File: config.mk
export PLATFORM = sky130hd
export DESIGN_NAME = video_in_store
export DESIGN_NICKNAME = d
export VERILOG_FILES = /design/src/rtl/video_in_pkg.sv /design/src/rtl/video_in_store.sv
export SDC_FILE = /design/constraint.sdc
export NUM_CORES = 1
export LEC_CHECK = 0
export CAP_MARGIN = 20
export CORE_ASPECT_RATIO = 2
export CORE_MARGIN = 5
export CORE_UTILIZATION = 30
export CTS_CLUSTER_SIZE = 30
export DETAILED_ROUTE_END_ITERATION = 12
export GPL_TIMING_DRIVEN = 1
export PLACE_DENSITY_LB_ADDON = 0.3
export SYNTH_ARGS = -nofsm -noshare
export SYNTH_HDL_FRONTEND = slang
export SYNTH_SLANG_ARGS = --single-unit
File: constraint.sdc
create_clock -name clk -period 2.6 [get_ports clk]
set_input_delay 0.52 -clock clk [delete_from_list [all_inputs] [get_ports clk]]
set_output_delay 0.52 -clock clk [all_outputs]
set_load 0.03 [all_outputs]
File: src/rtl/video_in_pkg.sv
`default_nettype none
// video_in_pkg: shared state encoding, frame constants and Wishbone CTI codes for video_in_store. Rev 1.0
package video_in_pkg;

  typedef enum logic [1:0] {
    OFF   = 2'd0,
    WAIT  = 2'd1,
    BURST = 2'd2,
    FEND  = 2'd3
  } state_e;

  localparam int WORDS  = 640 * 480 / 4;
  localparam int BURSTS = WORDS / 8;

  localparam logic [2:0] CTI_CLASSIC = 3'b000;
  localparam logic [2:0] CTI_INCR    = 3'b010;
  localparam logic [2:0] CTI_END     = 3'b111;

  function automatic logic [31:0] pick_base(input logic sel, input logic [31:0] b0,
                                            input logic [31:0] b1);
    return sel ? b1 : b0;
  endfunction

endpackage
`default_nettype wire

File: src/rtl/video_in_store.sv
`default_nettype none
// video_in_store: drains the 4-pixel-per-word capture FIFO into fixed-length Wishbone
// incrementing bursts, ping-ponging between two frame buffers. Rev 1.0
module video_in_store
  import video_in_pkg::*;
#(
  parameter int p_WIDTH   = 640,
  parameter int p_HEIGHT  = 480,
  parameter int p_BURST   = 8,
  parameter int p_LEVEL_W = 6
) (
  input  logic                 clk,
  input  logic                 nRST,
  input  logic                 enable,
  input  logic [31:0]          base_addr0,
  input  logic [31:0]          base_addr1,
  input  logic [31:0]          fifo_data,
  input  logic [p_LEVEL_W-1:0] fifo_level,
  input  logic                 fifo_full,
  output logic                 fifo_r_e,
  output logic                 wb_cyc_o,
  output logic                 wb_stb_o,
  output logic                 wb_we_o,
  output logic [31:0]          wb_adr_o,
  output logic [31:0]          wb_dat_o,
  output logic [3:0]           wb_sel_o,
  output logic [2:0]           wb_cti_o,
  input  logic                 wb_ack_i,
  output logic                 buf_sel,
  output logic                 frame_done,
  output logic                 overflow
);

  localparam int C_WORDS = p_WIDTH * p_HEIGHT / 4;
  localparam int WCNT_W  = (C_WORDS > 1) ? $clog2(C_WORDS) : 1;
  localparam int BEAT_W  = (p_BURST > 1) ? $clog2(p_BURST) : 1;

  localparam logic [WCNT_W-1:0]    C_LAST_WORD = WCNT_W'(C_WORDS - 1);
  localparam logic [BEAT_W-1:0]    C_LAST_BEAT = BEAT_W'(p_BURST - 1);
  localparam logic [p_LEVEL_W-1:0] C_BURST_LVL = p_LEVEL_W'(p_BURST);

  state_e              state_q, state_d;
  logic [WCNT_W-1:0]   word_cnt_q, word_cnt_d;
  logic [BEAT_W-1:0]   beat_cnt_q, beat_cnt_d;
  logic [31:0]         adr_q, adr_d;
  logic                buf_sel_q, buf_sel_d;
  logic                cyc_q, cyc_d;
  logic                we_q, we_d;
  logic [3:0]          sel_q, sel_d;
  logic [2:0]          cti_q, cti_d;
  logic                frame_done_q, frame_done_d;
  logic                overflow_q, overflow_d;

  logic                beat;
  logic                last_beat;
  logic                frame_end;

  assign beat      = cyc_q & wb_ack_i;
  assign last_beat = beat & (beat_cnt_q == C_LAST_BEAT);
  assign frame_end = last_beat & (word_cnt_q == C_LAST_WORD);

  always_ff @(posedge clk) begin
    if (!nRST) begin
      state_q      <= OFF;
      word_cnt_q   <= '0;
      beat_cnt_q   <= '0;
      adr_q        <= '0;
      buf_sel_q    <= 1'b0;
      cyc_q        <= 1'b0;
      we_q         <= 1'b0;
      sel_q        <= 4'h0;
      cti_q        <= CTI_CLASSIC;
      frame_done_q <= 1'b0;
      overflow_q   <= 1'b0;
    end else begin
      state_q      <= state_d;
      word_cnt_q   <= word_cnt_d;
      beat_cnt_q   <= beat_cnt_d;
      adr_q        <= adr_d;
      buf_sel_q    <= buf_sel_d;
      cyc_q        <= cyc_d;
      we_q         <= we_d;
      sel_q        <= sel_d;
      cti_q        <= cti_d;
      frame_done_q <= frame_done_d;
      overflow_q   <= overflow_d;
    end
  end

  always_comb begin
    state_d = state_q;
    case (state_q)
      OFF:     if (enable) state_d = WAIT;
      WAIT:    if (fifo_level >= C_BURST_LVL) state_d = BURST;
      BURST:   if (last_beat) state_d = frame_end ? FEND : WAIT;
      FEND:    state_d = enable ? WAIT : OFF;
      default: state_d = OFF;
    endcase
  end

  always_comb begin
    word_cnt_d = word_cnt_q;
    beat_cnt_d = beat_cnt_q;
    adr_d      = adr_q;
    buf_sel_d  = buf_sel_q;
    overflow_d = overflow_q | (fifo_full & (state_q != OFF));

    case (state_q)
      OFF: begin
        if (enable) begin
          word_cnt_d = '0;
          beat_cnt_d = '0;
          adr_d      = pick_base(buf_sel_q, base_addr0, base_addr1);
        end
      end
      BURST: begin
        if (beat) begin
          adr_d      = adr_q + 32'd4;
          word_cnt_d = word_cnt_q + 1'b1;
          beat_cnt_d = last_beat ? '0 : beat_cnt_q + 1'b1;
        end
        // Toggle on the final ack so buf_sel moves together with frame_done.
        if (frame_end) buf_sel_d = ~buf_sel_q;
      end
      FEND: begin
        word_cnt_d = '0;
        beat_cnt_d = '0;
        adr_d      = pick_base(buf_sel_q, base_addr0, base_addr1);
      end
      default: ;
    endcase

    cyc_d        = (state_d == BURST);
    we_d         = cyc_d;
    sel_d        = cyc_d ? 4'hF : 4'h0;
    cti_d        = !cyc_d ? CTI_CLASSIC : (beat_cnt_d == C_LAST_BEAT) ? CTI_END : CTI_INCR;
    frame_done_d = (state_d == FEND);
  end

  assign fifo_r_e   = wb_stb_o & wb_ack_i;
  assign wb_dat_o   = fifo_data;
  assign wb_cyc_o   = cyc_q;
  assign wb_stb_o   = cyc_q;
  assign wb_we_o    = we_q;
  assign wb_adr_o   = adr_q;
  assign wb_sel_o   = sel_q;
  assign wb_cti_o   = cti_q;
  assign buf_sel    = buf_sel_q;
  assign frame_done = frame_done_q;
  assign overflow   = overflow_q;

endmodule
`default_nettype wire

Word level (Yosys, flattened, before mapping)
Cells that the tools add are included.
W data, S select, Z words.

storage, ports and cells
  logic and storage cells = 55
  register bits = 65
  output and inout port bits = 78
  input bits = 107

cells by class
  $add $sub $neg = 3
  equal/unequal tests = 10
  reductions and logical operators = 6
  muxes and demuxes = 19
  bitwise operators = 6
  $lt $le $gt $ge = 1

operator list
  cell                     number
  $mux W32                 3
  $pmux W32 S3             1
  $pmux W17 S3             1
  $mux W17                 2
  $add A32 B3 Y32 const B  1
  $add A17 B1 Y17 const B  1
  $eq A17 B17 Y1 const B   1
  $mux W3                  4
  $pmux W3 S3              1
  $eq A2 B2 Y1 const B     4
  $mux W2                  4
  $pmux W2 S4              1
  $eq A3 B3 Y1 const B     2
  $ge A6 B4 Y1 const B     1
  $and A1 B1 Y1            4
  $mux W4                  1
  $ne A2 B2 Y1 const B     2
  $reduce_and A2 Y1        2
  $add A3 B1 Y3 const B    1
  $reduce_and A3 Y1        1
  $reduce_bool A3 Y1       1
  $eq A2 B1 Y1 const B     1
  $logic_not A2 Y1         1
  $reduce_bool A2 Y1       1
  3 further kinds          3

Longest topological paths before layout
  word-level depth = 8
  gate-level depth with buffers = 10

Least setup slack after synthesis
No wires, ideal clock.

  kind = register to register
  start point = reg adr_q[2], in the netlist wb_adr_o[2]
  end point = reg adr_q[20], in the netlist wb_adr_o[20]
  library setup time = 0.127 ns
  path slack = 0.467 ns
  period minus slack after synthesis = 2.133 ns
  cell stages (with the launch flop) = 7
  arrival = 2.006 ns
  cell sequence = dfxtp_1 > ha_1 > nand3_1 > nor4_4 > nand3_1 > and4_1 > or3_1

between the ends
  longest elaborated chain between the ends = 3

ends and longest elaborated chain
  what                      RTL line               RTL
  start: declaration        video_in_store.sv:45   logic [31:0] adr_q, adr_d;
  start signal: assignment  video_in_store.sv:79   adr_q <= adr_d;
  $add A32 B3 Y32           video_in_store.sv:118  adr_d = adr_q + 32'd4;
  $mux W32                  video_in_store.sv:117  if (beat) begin
  $pmux W32 S3              video_in_store.sv:108  case (state_q)

No other way between the ends. The select of a mux whose other input is x is not followed.
A chain may end at the register's enable or synchronous reset.

Final worst setup path
  start point = reg state_q[0]
  end point = reg adr_q[29], in the netlist wb_adr_o[29]

between the ends
  longest elaborated chain between the ends = 3

ends and longest elaborated chain
  what                                                          RTL line               RTL
  start: declaration                                            video_in_store.sv:42   state_e state_q, state_d;
  start signal: assignment                                      video_in_store.sv:76   state_q <= state_d;
  $eq A2 B2 Y1 or $logic_not A2 Y1 (tied branches)              video_in_store.sv:108
  $ne A2 B2 Y1 (no line) or $reduce_bool A3 Y1 (tied branches)  n/a
  $reduce_and A3 Y1 (no line)                                   n/a

Several ways; a longest one is shown, not always the timed one.

==> summary.txt <==
Detailed routing
  – Vias/cell: 5.62
  – Iteration-0 DRC Markers: 202
  – Drt wl/cell: 17.6 um
  – Vias: 4269
  – Drc violations: 0
  – DR pass1 iterations: 5
  – Detail Route Antenna Nets: 0
  – Routed WL: 13.4 mm

Power and ir drop
  – Power Total: 0.00430 W
  – Maximum VDD drop: 0.000368 V
  – Logic pwr share: 40.9%
  – Sequential Power Share: 30.6%
  – Power Internal: 0.00265 W
  – Sw frac: 38.2%
  – Pwr per Cell Area: 769 mW/mm2
  – Clock Power Share: 28.5%
  – Psw: 0.00164 W
  – Leakage power: 1.93 nW

Worst hold path
  – Hold WC Path Type: register to register

STA
  – Final Setup Violations: 0
  – Fin. Hold Viols: 0
  – Crit path time final: 2400 ps
  – Setup TNS: 0 ps
  – Worst slew pin tran: 606 ps
  – Maximum clock frequency: 0.416 GHz
  – Final Cycle Share: 92.5%
  – Slew Limit Fails: 0
  – Slew margin rel.: 58.6%
  – Worst clock skew: 7.36 ps
  – Final setup margin: 196 ps
  – Unrepaired setup endpoints after global routing: no

Floorplan
  – Row cnt: 60
  – Core footprint: 0.0134 mm2
  – Io pins: 185
  – Total Die Area: 0.0162 mm2
  – Die Wd: 92.6 um
  – DIE HEIGHT: 175 um
  – Starting Density: 30.5%

Cells and area
  – Most frequent cells in the layout: 116 x clkdlybuf4s50_1, 59 x dfxtp_1, 51 x nor2_1, 35 x nand2_1, 35 x a21oi_1
  – Final Util: 41.6%
  – Commonest non-fill, non-tap cell in the layout: clkdlybuf4s50_1
  – Area Growth Syn to Fin: 36.5%
  – Layout cells sized above 1: 9.77%
  – Count of nets after finishing: 715
  – Non-filler cells, final: 759
  – # diodes: 0

Clock tree
  – Reg clk slew, reported paths: 50 ps
  – H-tree levels: 3
  – CTS tree: done
  – Post-cts sizing count: 0
  – Root buffer cell: clkbuf_16
  – CTS buffer count: 9
  – Hold-fix buffers at CTS: 0
  – Skew-Pair Late Insertion Delay: 330 ps
  – Maximum clock path buffer count: 2
  – Setup bufs post-CTS: 0
  – Total clock sinks: 60

Logic synthesis
  – Asr flop ratio synth: 0%
  – Top_reg_cell synth: dfxtp_1
  – Yosys cell types: 65
  – Avg Inst Size Synth: 7.99 um2
  – Seq/Total Area, Yosys: 29.3%
  – Yosys warns: 0
  – Mapped cell area: 0.00410 mm2
  – Synth Register Bits: 60
  – Syn Inst Count: 513
  – Syn Nets: 628
  – EDFF count, synth: 0

Flow run
  – Max Cap Viol: 0

GRT
  – Pin count of the biggest net entering global routing: 36
  – Initial antenna violation count: 0
  – Number of global-route vias before repair: 4238
  – GR Overflow Total: 0
  – GRT Util Overall: 16.2%
  – Global-route wire length before repair: 20.8 mm

Placement
  – Port bufs: 117
  – GP Congestion: 0.851
  – Post-DP HPWL: 10.0 mm
  – Placed cells: 744
  – Place WS: 7.01 ps

Critical path
  – WP data required: 2850 ps
  – Crit Path Class: register to register
  – Crit. End Element: register
  – Crit path DAT: 2650 ps
  – CP max FO: 5
  – Startpoint Class: register

Run status
  – Outcome: finished clean
-- critical path: stages, from the launching register on --
cell,delay [ps]
dfxtp_1,410
inv_1,100
ha_1,260
nor2b_1,210
a211oi_2,430
nand2_1,250
or4_1,560
o211ai_1,90
-- final cells by class --
class	instances	area [um2]
Multi-Input combinational cell	374	2420
Clock buffer	14	274
Tap cell	155	194
Clock inverter	1	30.0
Sequential cell	60	1200
Inverter	12	45.0
Fill cell	1349	7850
Timing Repair Buffer	143	1430
-- power groups by stage --
| stage | clock [W] | combinational, W | sequential (W) |
|---|---|---|---|
| 2_1_floorplan | 0 | 0.000877 | 0.00152 |
| 3_3_place_gp | 0 | 0.00173 | 0.00132 |
| 3_5_place_dp | 0 | 0.00175 | 0.00132 |
| 4_1_cts | 0.00124 | 0.00176 | 0.00131 |
| 5_1_grt | 0.00129 | 0.00189 | 0.00134 |
| 6_report | 0.00122 | 0.00176 | 0.00131 |
-- synthesized netlist by cell type, types with 2 or more instances --
cell       n  area [um2]
a21oi_1   35         175
nor3b_1    3        22.5
and2_1     4        25.0
a211oi_1   3        22.5
and4_1     7        61.3
nand3_2    2        20.0
buf_4     39         293
nand2b_1   2        12.5
a32oi_1    5        43.8
clkbuf_1  13        48.8
nor4_1    10        62.6
inv_1     10        37.5
o22ai_1    6        37.5
and3_1     9        56.3
dfxtp_1   60        1200
buf_1      4        15.0
a31oi_1   10        62.6
mux2_2     4        45.0
o21ai_1    8        40.0
ha_1       8         100
buf_6      3        33.8
mux2i_1   28         280
or3_1      8        50.1
o21ai_0    7        35.0
or4_1      2        15.0
nand2_1   35         131
buf_2      8        40.0
nor4_4     3        63.8
a21o_1     2        15.0
nor2b_1    4        25.0
nand3_1   30         150
nand4b_1   2        17.5
nand4_1   15        93.8
o211ai_1   7        52.6
o32ai_1    2        17.5
o21a_1     2        15.0
xnor2_1   10        87.6
o311ai_1   3        26.3
nor3_1    20         100
xor2_1     5        43.8
nor2_1    51         191
-- through the flow --
stage          hold slack, ps  cell area [um2]
2_1_floorplan             462             4100
3_3_place_gp              464             5290
3_5_place_dp              472             5290
4_1_cts                   487             5590
5_1_grt                   510             5590
6_report                  482             5590
-- flip-flops by register name, summed over array words and instances (netlist names), 2 cells and up --
register,flops
wb_adr_o,32
wb_cti_o,2
beat_cnt_q,3
state_q,2
word_cnt_q,17
-- cells by family after synthesis --
group,count (synthesis),share of synthesized area (%)
xor+xnor,15,3.21
simple gates,215,29.0
mux,32,7.94
flops,60,29.3
fa+ha+maj,8,2.44
compound gates,104,16.5
buf+inv,79,11.6
-- per-layer routing --
| layer | GRT usage [%] | share of wire [%] |
|---|---|---|
| met5 | 0 | 0 |
| met2 | 30.3 | 54 |
| met3 | 2.79 | 5.6 |
| met1 | 16.2 | 35 |
| met4 | 9.97 | 4.6 |
-- path summary, 6_finish.rpt --
check | startpoint | to | slack (ps) | cells after the start
setup / recovery | state_q[0] | wb_adr_o[29] | 200 | 7
hold / removal | overflow | overflow | 480 | 2
setup reg to reg | state_q[0] | wb_adr_o[29] | 200 | 7
hold reg to reg | overflow | overflow | 480 | 2
Note: power is estimated with default switching activity, not from simulation.
==> edit (same settings) <==
`p_BURST`: 8 -> 4.
--- a/src/rtl/video_in_store.sv
+++ b/src/rtl/video_in_store.sv
@@ -6,7 +6,7 @@
 #(
   parameter int p_WIDTH   = 640,
   parameter int p_HEIGHT  = 480,
-  parameter int p_BURST   = 8,
+  parameter int p_BURST   = 4,
   parameter int p_LEVEL_W = 6
 ) (
   input  logic                 clk,
Formal check against the unedited RTL: not equivalent (a bounded check fails within 4 cycles, from zero or initial values and one cycle with nRST low).
==> edit against the original RTL <==
  * Synthesized area is 4.4% lower
  * Final area is 4.4% lower
  * Worst setup slack better by 150 ps
  * Routed wire length is 5.3% lower
  * Hold slack worse by 11 ps
  * Critical path depth stayed put
  * Sequential share of layout area is 0.62 points higher
  * Die area is 4.0% lower
  * Sequential cell count is 1 lower
  * Critical endpoint is now word_cnt_q[7]$_SDFFE_PN0P_
  * Largest cell class unchanged
  * Highest routed layer unchanged
Power is not compared: it rests on default switching activity, and its combinational part moved more than twofold at a synthesized area within 25%.
==> edit: results (changes against the original RTL) <==
Synthesis
  • Sequential fraction of the synthesis area: 30.2% (+0.83 points)
  • Synth unique cells: 57 (-12%)
  • Synth Warn #: 0 (unchanged)
  • Most frequent cells after synthesis: 59 x dfxtp_1, 49 x nor2_1, 44 x nand2_1
  • Ys async rst share: 0% (unchanged)
  • Syn Nets: 610 (-2.9%)
  • Synth top area cells: dfxtp_1 30%, buf_4 7.7%, mux2i_1 5.9%

Critical path
  • FF-to-FF setup slack: 340 ps (+150 ps)
  • Critical path startpoint category: register
  • Worst r2r src: state_q[0]$_SDFF_PN0_
  • CP max FO: 17 (+12)
  • Crit path DAT: 2450 ps (-200 ps)

Clocking
  • Number of H-tree levels: 3 (unchanged)
  • Max Root-Sink Buffers: 2 (unchanged)
  • CTS resizes: 0 (unchanged)
  • Skew-Pair Late Insertion Delay: 320 ps
  • Cts bufs inserted: 9 (unchanged)
  • Clock root buffer: clkbuf_16
  • Post-CTS Setup Repair Bufs: 0 (unchanged)
  • Clock transition at path regs: 50 ps (about the same)

Place
  • Placed Area: 5020 sq um (-5.1%)
  • GPL Wtd Cong: 0.877 (+3.1%)
  • Worst slack at placement: 90.9 ps (+83.9 ps)
  • I/O Buffers: 118 (+0.85%)
  • Detailed-placement wirelength estimate: 9860 um (-1.6%)

Global route
  • Antenna violations before repair: 0 (unchanged)
  • Vias in the first global route: 4094 (-3.4%)
  • First-pass GRT wire length: 20000 um (-4.0%)
  • Pin count of the biggest net entering global routing: 31 (-14%)
  • Total GRT Usage: 15.8% (-0.40 points)

Final layout
  • # diodes: 0 (unchanged)
  • Layout filler cell count: 1318 (-2.3%)
  • Max reg flops: 32 (unchanged)
  • Layout cells sized above 1: 9.64% (-0.13 points)
  • Final-stage net count: 690 (-3.5%)

Route
  • Avg WL per Cell: 17.3 um (-1.9%)
  • Drt first pass iters: 4 (-1)
  • Vias: 3947 (-7.5%)
  • Initial drt markers: 226 (+12%)

Timing
  • Skew final: 5.87 ps (-1.49 ps)
  • Max Slew Vio Count: 0 (unchanged)
  • Clock period minus worst slack: 2260 ps (-149 ps)
  • Actual slew at the worst max-slew pin: 638 ps (+32.0 ps)

Status
  • Status: finished clean

Min path
  • Hold Crit Start: word_cnt_q[1]$_SDFFE_PN0P_
  • Worst min-delay path category: reg2reg

Flow run
  • Max_cap viols: 0 (unchanged)

Power
  • Max rail drop VDD: 485 uV
  • Lkg Pwr: 1.89 nW
## edit: logic make-up (layout without fill, tap and decap cells)
logic type	Yosys count	in the layout	share of synthesized area (%)
adders and majority gates	7	7	2.24
and+or+nand+nor	211	211	28.6
xor gates and xnor gates	16	16	3.58
AOI/OAI and AO/OA	94	94	15.3
muxes	33	33	8.75
DFF	59	59	30.2
buffers and inverters	76	161	11.5
## edit: through the flow
step | instances | hold WS [ps]
2_1_floorplan | 496 | 449
3_3_place_gp | 717 | 462
3_5_place_dp | 717 | 468
4_1_cts | 733 | 474
5_1_grt | 733 | 500
6_report | 733 | 471
## edit: cell type report
class / instances / area [sq um] / area share, %
inverters: 10 / 37.5 / 0.702
clock inverters: 5 / 75.1 / 1.40
multi-input cells: 361 / 2290 / 42.8
well taps: 152 / 190 / 3.56
repair buffers: 135 / 1320 / 24.7
clock buffers: 11 / 253 / 4.73
flip-flops and latches: 59 / 1180 / 22.1
## edit: per-layer routing
metal,part of all wire (%),wire length (um),vias to the layer above,global-route usage (%)
met4,4.3,544,0,8.81
li1,-,-,1928,-
met2,55,6990,134,30.5
met5,0,0,-,0
met1,34,4370,1850,15.3
met3,6.1,770,35,3.28
## edit: worst max-delay path: stages, from the launching register on
cell	delay, ps
dfxtp_1	380
inv_1	90
ha_1	230
buf_4	210
inv_1	360
nand2_1	280
nand2_1	470
nor2_1	100
## edit: where the power goes
part / internal (mW) / switching, mW / total, mW
Sequential: 0.957 / 0.0782 / 1.04
Combinational: 0.280 / 0.305 / 0.585
Clock: 0.885 / 0.411 / 1.30
Total: 2.12 / 0.794 / 2.92
## edit: worst paths after layout
check             depth (start not counted)                          to
setup / recovery                          7  word_cnt_q[7]$_SDFFE_PN0P_
hold / removal                            2  word_cnt_q[1]$_SDFFE_PN0P_
setup reg to reg                          7  word_cnt_q[7]$_SDFFE_PN0P_
hold reg to reg                           2  word_cnt_q[1]$_SDFFE_PN0P_
